File: config.mk
export PLATFORM = sky130hd
export DESIGN_NAME = uart_rx_frame
export DESIGN_NICKNAME = d
export VERILOG_FILES = /design/src/rtl/uart_rx_frame.sv
export SDC_FILE = /design/constraint.sdc
export NUM_CORES = 1
export LEC_CHECK = 0
export BUFFER_PORTS_ARGS = -buffer_cell sky130_fd_sc_hd__buf_2
export CAP_MARGIN = 30
export CORE_MARGIN = 2
export CORE_UTILIZATION = 58
export DETAILED_ROUTE_END_ITERATION = 10
export PLACE_DENSITY = 0.79
export SLEW_MARGIN = 10
export SYNTH_ARGS = -nofsm -noshare
export SYNTH_HDL_FRONTEND = slang
export SYNTH_SLANG_ARGS = --single-unit
File: constraint.sdc
create_clock -name pClk -period 2.27 [get_ports pClk]
set_input_delay 0.454 -clock pClk [delete_from_list [all_inputs] [get_ports pClk]]
set_output_delay 0.454 -clock pClk [all_outputs]
set_load 0.01 [all_outputs]
File: src/rtl/uart_rx_frame.sv
// UART receive front end: rxd synchroniser, 16x start detect and
// 5-8 bit deserialiser with optional parity and one or two stop bits.
module uart_rx_frame #(
    parameter int OVERSAMPLE  = 16,
    parameter int SYNC_STAGES = 2
) (
    input  logic        pClk,
    input  logic        pReset,
    input  logic        RxEnable,
    input  logic        rxd,
    input  logic [11:0] UBRR,
    input  logic [1:0]  DLS,
    input  logic        STOP,
    input  logic        PEN,
    input  logic        EPS,
    output logic [7:0]  RxData,
    output logic        RxDone,
    output logic        RxStopBit,
    output logic        RxParityErr,
    output logic        RxBusy
);

    typedef enum logic [2:0] {
        IDLE, START, DATA, PARITY, STOP1, STOP2, DONE
    } rxState_t;

    localparam logic [3:0] LastTick = 4'(OVERSAMPLE - 1);
    localparam logic [3:0] MidTick  = 4'(OVERSAMPLE / 2 - 1);

    rxState_t               state;
    logic [SYNC_STAGES-1:0] syncReg;
    logic                   rxS;
    logic                   rxPrev;
    logic                   fall;
    logic [11:0]            baudCnt;
    logic                   tick;
    logic [3:0]             tickCnt;
    logic [2:0]             bitCnt;
    logic [2:0]             lastBit;
    logic [7:0]             shiftReg;
    logic                   parErr;
    logic                   stopAnd;
    logic [11:0]            ubrrL;
    logic [1:0]             dlsL;
    logic                   stopL;
    logic                   penL;
    logic                   epsL;

    assign rxS     = syncReg[SYNC_STAGES-1];
    assign fall    = rxPrev & ~rxS;
    assign tick    = (baudCnt == ubrrL);
    assign lastBit = 3'd4 + {1'b0, dlsL};
    assign RxBusy  = (state != IDLE);

    always_ff @(posedge pClk) begin
        if (pReset) begin
            syncReg <= '1;
            rxPrev  <= 1'b1;
        end else begin
            syncReg <= {syncReg[SYNC_STAGES-2:0], rxd};
            rxPrev  <= rxS;
        end
    end

    always_ff @(posedge pClk) begin
        if (pReset) begin
            state       <= IDLE;
            baudCnt     <= '0;
            tickCnt     <= '0;
            bitCnt      <= '0;
            shiftReg    <= '0;
            parErr      <= 1'b0;
            stopAnd     <= 1'b1;
            ubrrL       <= '0;
            dlsL        <= '0;
            stopL       <= 1'b0;
            penL        <= 1'b0;
            epsL        <= 1'b0;
            RxData      <= '0;
            RxDone      <= 1'b0;
            RxStopBit   <= 1'b1;
            RxParityErr <= 1'b0;
        end else begin
            RxDone <= 1'b0;
            if (state != IDLE && !RxEnable) begin
                // abort leaves the last delivered character untouched
                state   <= IDLE;
                baudCnt <= '0;
                tickCnt <= '0;
            end else begin
                if (state == IDLE || tick) begin
                    baudCnt <= '0;
                end else begin
                    baudCnt <= baudCnt + 12'd1;
                end
                unique case (state)
                    IDLE: begin
                        if (RxEnable && fall) begin
                            state    <= START;
                            tickCnt  <= '0;
                            bitCnt   <= '0;
                            shiftReg <= '0;
                            parErr   <= 1'b0;
                            stopAnd  <= 1'b1;
                            ubrrL    <= UBRR;
                            dlsL     <= DLS;
                            stopL    <= STOP;
                            penL     <= PEN;
                            epsL     <= EPS;
                        end
                    end
                    START: begin
                        if (tick) begin
                            if (tickCnt == MidTick) begin
                                tickCnt <= '0;
                                state   <= rxS ? IDLE : DATA;
                            end else begin
                                tickCnt <= tickCnt + 4'd1;
                            end
                        end
                    end
                    DATA: begin
                        if (tick) begin
                            if (tickCnt == LastTick) begin
                                tickCnt  <= '0;
                                shiftReg <= {rxS, shiftReg[7:1]};
                                bitCnt   <= bitCnt + 3'd1;
                                if (bitCnt == lastBit) begin
                                    state <= penL ? PARITY : STOP1;
                                end
                            end else begin
                                tickCnt <= tickCnt + 4'd1;
                            end
                        end
                    end
                    PARITY: begin
                        if (tick) begin
                            if (tickCnt == LastTick) begin
                                tickCnt <= '0;
                                parErr  <= rxS != (epsL ? ^shiftReg : ~^shiftReg);
                                state   <= STOP1;
                            end else begin
                                tickCnt <= tickCnt + 4'd1;
                            end
                        end
                    end
                    STOP1: begin
                        if (tick) begin
                            if (tickCnt == LastTick) begin
                                tickCnt <= '0;
                                stopAnd <= rxS;
                                state   <= stopL ? STOP2 : DONE;
                            end else begin
                                tickCnt <= tickCnt + 4'd1;
                            end
                        end
                    end
                    STOP2: begin
                        if (tick) begin
                            if (tickCnt == LastTick) begin
                                tickCnt <= '0;
                                stopAnd <= stopAnd & rxS;
                                state   <= DONE;
                            end else begin
                                tickCnt <= tickCnt + 4'd1;
                            end
                        end
                    end
                    DONE: begin
                        // data bits were shifted in from the top
                        RxData      <= shiftReg >> (3'd3 - {1'b0, dlsL});
                        RxStopBit   <= stopAnd;
                        RxParityErr <= parErr;
                        RxDone      <= 1'b1;
                        state       <= IDLE;
                    end
                    default: state <= IDLE;
                endcase
            end
        end
    end

endmodule

### After elaboration in Yosys (flattened, before gate mapping)

Index checks and enable logic that the tools add are counted.

* logic and storage cells: 116
* bits in registers: 63
* output and inout bits: 12
* input bits: 21

* add/subtract/negate cells: 5
* reduce and logical (&&, ||, !) cells: 22
* equality and inequality tests: 24
* shift operators: 1
* bitwise gates (word level): 4
* multiplexer cells: 42

Operators with widths (count)
* two-way mux 3 bit: 16
* two-way mux 8 bit: 3
* != test 2 bit, second input constant: 11
* two-way mux 4 bit: 5
* one-hot mux 3 bit (6 select lines): 1
* one-hot mux 8 bit (2 select lines): 1
* adder 12 x 1 -> 12 bit, second input constant: 1
* == test 12 bit: 1
* one-hot mux 4 bit (3 select lines): 1
* AND reduction 12 bit: 1
* two-way mux 1 bit: 10
* AND reduction 5 bit: 2
* == test 3 bit, second input constant: 3
* nonzero test 3 bit: 3
* XNOR reduction 8 bit: 1
* parity 8 bit: 1
* >> shifter 8 x 3 -> 8 bit: 1
* AND reduction 7 bit: 1
* == test 3 x 2 -> 1 bit, second input constant: 2
* one-hot mux 3 bit (2 select lines): 1
* adder 4 x 1 -> 4 bit, second input constant: 1
* == test 4 x 3 -> 1 bit, second input constant: 1
* == test 4 bit, second input constant: 1
* two-way mux 2 bit: 2
* 22 further kinds: 27

### Longest topological paths before layout

* depth in word-level cells: 6
* gate-level depth with buffers: 8
* depth with buffers taken out: 7

### Worst setup path after synthesis

OpenSTA, ideal clock, no wires.

* path kind: register to register
* from: register baudCnt[2]
* to: register bitCnt[1]
* required time: 2.154 ns
* stages on the path, launching flop included: 7
* slack: 0.354 ns
* arrival time: 1.800 ns
* buffers on the path: 1
* clock period less this slack: 1.916 ns
* setup time: 0.116 ns
* cell sequence: dfxtp_1 xnor2_1 nand4_1 nor3_4 a41oi_1 buf_4 a31o_2

* longest elaborated chain between the ends: 3

Ends and longest elaborated chain
* start, declared: line 35 `logic [11:0] baudCnt;`
* start signal, assigned: line 94 `baudCnt <= baudCnt + 12'd1;`
* == test 12 bit: line 51 `assign tick = (baudCnt == ubrrL);`
* != test 2 bit (no source line)
* AND reduction 5 bit (no source line)
* end signal, assigned: line 127 `bitCnt <= bitCnt + 3'd1;`
* end, declared: line 38 `logic [2:0] bitCnt;`

Every way passes these cells.
A chain may end at the register's enable or synchronous reset.

### Worst setup path in the final report

* from: register state[2]
* to: register tickCnt[2]

* longest elaborated chain between the ends: 4
* elaborated cells on any way between the ends: 16
* those cells by class: 8 x eq/ne; 1 x mux; 7 x reduce/logical

Ends and longest elaborated chain
* start, declared: line 30 `rxState_t state;`
* start signal, assigned: line 116 `state <= rxS ? IDLE : DATA;`
* start signal, assigned: line 129 `state <= penL ? PARITY : STOP1;`
* start signal, assigned: line 152 `state <= stopL ? STOP2 : DONE;`
* == test 3 bit or == test 3 x 2 -> 1 bit (tied branches): line 96 `unique case (state)`
* OR reduction 4 bit (no source line)
* != test 2 x 1 -> 1 bit (no source line) or nonzero test 3 bit (tied branches)
* AND reduction 4 bit (no source line)
* end signal, assigned: line 118 `tickCnt <= tickCnt + 4'd1;`
* end signal, assigned: line 132 `tickCnt <= tickCnt + 4'd1;`
* end signal, assigned: line 143 `tickCnt <= tickCnt + 4'd1;`
* end, declared: line 37 `logic [3:0] tickCnt;`

Several ways; a longest one is shown, not always the timed one.

==> flow_summary.yaml <==
outcome:
  status: "completed"
clock_tree:
  cts_tree: "done"
  cts_inserted_buffers: 9
  numClockSinks: 63
  clkSlewWorstSetupHoldPaths_ns: 0.07
  cts_post_setup_buffers_inserted: 0
  cts_resized: 0
  clk_root_buffer_cell: "sky130_fd_sc_hd__clkbuf_8"
  htree_levels: 3
  worstSkewPairLatency_ns: 0.35
  cts_hold_repair.buffers: 0
  cts.path.max_buffers: 2
timing:
  final_min_period_over_clock_period_pct: 91.3
  fin_crit_ns: 2.07
  clock-skew-final_ns: 0.00635
  timing.setup.tns_ns: 0
  finalHoldViolCount: 0
  worst_slew_margin_rel_pct: 68.3
  setup_viol: 0
  finalMaxSlewViolations: 0
  max_slew.worst_pin.slew_ns: 0.472
  grt_setup_unrepaired: "no"
  fin_hold_ws_ns: 0.286
  clock.fmax_mhz: 482
setup_path:
  setup.worst_path.end_class: "flop"
  critical_path.startpoint_type: "flop"
  worst_ep_required_time_ns: 2.56
  critPathKind: "reg -> reg"
  critical_path.max_fanout: 9
  cp.arrival_ns: 2.36
power:
  power.ir.vdd_worst_mv: 0.458
  power.leakage_nw: 1.27
  power.density_nw_per_um2: 678
floorplanning:
  die_w_um: 75.7
  design.core.area_um2: 5040
  die-height_um: 75.7
  fp.dieArea_um2: 5730
  placementRows: 26
  io_pins: 33
  start_util_pct: 59.1
yosys:
  yosysSeqAreaShare_pct: 42.3
  syn_nets: 375
  post_synth.cell_area_avg_um2: 8.49
  synth.ff_latch_count: 63
  yosysTopAreaCell: "sky130_fd_sc_hd__dfxtp_1"
  synthesis.area_um2: 2980
  yosysWarnings: 0
  synth.distinct_cells: 45
  commonest_cells_in_the_synthesized_netlist: "sky130_fd_sc_hd__dfxtp_1 (63), sky130_fd_sc_hd__nand2_1 (63), sky130_fd_sc_hd__a21oi_1 (38)"
  synth_xor_area_share_pct: 9.70
  synthMuxAreaShare_pct: 4.24
  synth-compound-area-share_pct: 13.8
  netlist_instances: 351
  synth_top_family_by_area: "simple AND/OR/NAND/NOR gates"
  post_synth_fa_ha_maj_area_fraction_pct: 1.26
  share_of_async_settable_or_async_resettable_flops_after_synthesis_pct: 0
  synth_edf_count: 0
  netlist_top_cells_area: "sky130_fd_sc_hd__dfxtp_1 (42%), sky130_fd_sc_hd__nand2_1 (7.9%), sky130_fd_sc_hd__xnor2_1 (7.1%)"
  synth_simple_gate_area_share_pct: 24.7
  synth_top_area_share_pct: 42.3
  synth_flop_cell: "sky130_fd_sc_hd__dfxtp_1"
detailed_routing:
  first_iter_violations: 91
  firstDrtPassIters: 4
  wl_per_cell_um: 14.4
  remaining_drc_errors: 0
  dr_total_vias: 2540
  highest_layer: "met4"
  met2_length_um: 3240
  m1WireLength_um: 3020
  drt_wl_total_um: 6660
  route.met3.wl_um: 256
  routed_via_density: 5.50
  detail-route-antenna-nets: 0
final_layout:
  layoutNonFillerInstCount: 462
  diodes: 0
  syn2layout_area_growth_pct: 15.2
  drive_above_1_share_pct: 20.2
  nNetsFinal: 411
global_route:
  wire_length_of_the_first_global_routing_pass_um: 10300
  first_global_vias: 2246
  grt_usage_pct: 24.9
  grt.overflow.total: 0
  antenna_found_initial: 0
  largest_net_degree_at_the_start_of_global_routing: 42
hold_path:
  hp-class: "in -> reg"
placed_design:
  port_buffers: 32
  hpwl_um: 4650
  cell_count_post_placement: 446
  place.gp.congestion: 0.882
run:
  maxCapViolCount: 0
[sequential cells by signal, summed over array words and instances (netlist names), 2 cells and up]
signal,cells
RxData,8
baudCnt,12
bitCnt,3
dlsL,2
shiftReg,8
state,3
syncReg,2
tickCnt,4
ubrrL,12
[per-stage QoR]
stage | setup WS (ns) | util [%] | total power (W) | area, µm²
after floorplan | 0.354 | - | 0.00127 | 2980
after global placement | 0.308 | 63.9 | 0.00132 | 3220
after detailed placement | 0.215 | 63.9 | 0.00133 | 3220
after CTS | 0.193 | 68.1 | 0.00233 | 3430
after global routing | 0.00329 | 68.1 | 0.00240 | 3430
final | 0.197 | 68.1 | 0.00233 | 3430
[cell type report]
cell class              count  area [µm²]
well taps                  70        87.6
inverters                   9        33.8
repair buffers             43         243
clock buffers              12         155
fillers                   417        1610
clock inverters             4        53.8
multi-input cells         261        1600
flip-flops and latches     63        1260
[worst paths after layout]
| check | startpoint | to | slack (ns) | cells past startpoint |
|---|---|---|---|---|
| setup / recovery | state[2] | tickCnt[2] | 0.20 | 6 |
| hold / removal | rxd | syncReg[0] | 0.29 | 2 |
| setup reg to reg | state[2] | tickCnt[2] | 0.20 | 6 |
| hold reg to reg | syncReg[0] | syncReg[1] | 0.42 | 1 |
[cell families after synthesis]
group	Yosys count
buf+inv	27
mux	11
xor+xnor	33
flops	63
simple gates	145
fa+ha+maj	3
compound gates	69
[critical path, cell delays in order, from the launching register on]
cell and delay [ns]:
sky130_fd_sc_hd__dfxtp_1 0.40, sky130_fd_sc_hd__nor3_4 0.30, sky130_fd_sc_hd__inv_2 0.10, sky130_fd_sc_hd__nor3_2 0.42, sky130_fd_sc_hd__a21oi_2 0.12, sky130_fd_sc_hd__or4b_1 0.52
sky130_fd_sc_hd__a21oi_1 0.14
[routing by layer]
| metal | vias to the layer above | track usage, % |
|---|---|---|
| li1 | 1289 | - |
| met1 | 1178 | 31.0 |
| met2 | 58 | 40.2 |
| met3 | 15 | 5.16 |
| met4 | 0 | 14.0 |
| met5 | - | 0 |
[cell usage in the layout (no fill, tap or decap), types with 8 or more instances in the layout]
| master | Yosys | routed |
|---|---|---|
| sky130_fd_sc_hd__a21oi_1 | 38 | 38 |
| sky130_fd_sc_hd__a31o_2 | 8 | 8 |
| sky130_fd_sc_hd__buf_2 | 0 | 32 |
| sky130_fd_sc_hd__buf_4 | 3 | 11 |
| sky130_fd_sc_hd__clkbuf_8 | 0 | 11 |
| sky130_fd_sc_hd__dfxtp_1 | 63 | 63 |
| sky130_fd_sc_hd__inv_1 | 8 | 8 |
| sky130_fd_sc_hd__nand2_1 | 63 | 63 |
| sky130_fd_sc_hd__nand3_1 | 8 | 8 |
| sky130_fd_sc_hd__nor2_1 | 25 | 25 |
| sky130_fd_sc_hd__o21ai_0 | 10 | 10 |
| sky130_fd_sc_hd__xnor2_1 | 24 | 24 |
| sky130_fd_sc_hd__xor2_1 | 9 | 9 |
[where the power goes]
part	total [W]	internal [W]	switching (W)
combinational	0.000173	0.0000648	0.000109
clock	0.00102	0.000569	0.000455
sequential	0.00113	0.00112	0.0000111
Note: power is estimated with default switching activity, not from simulation.
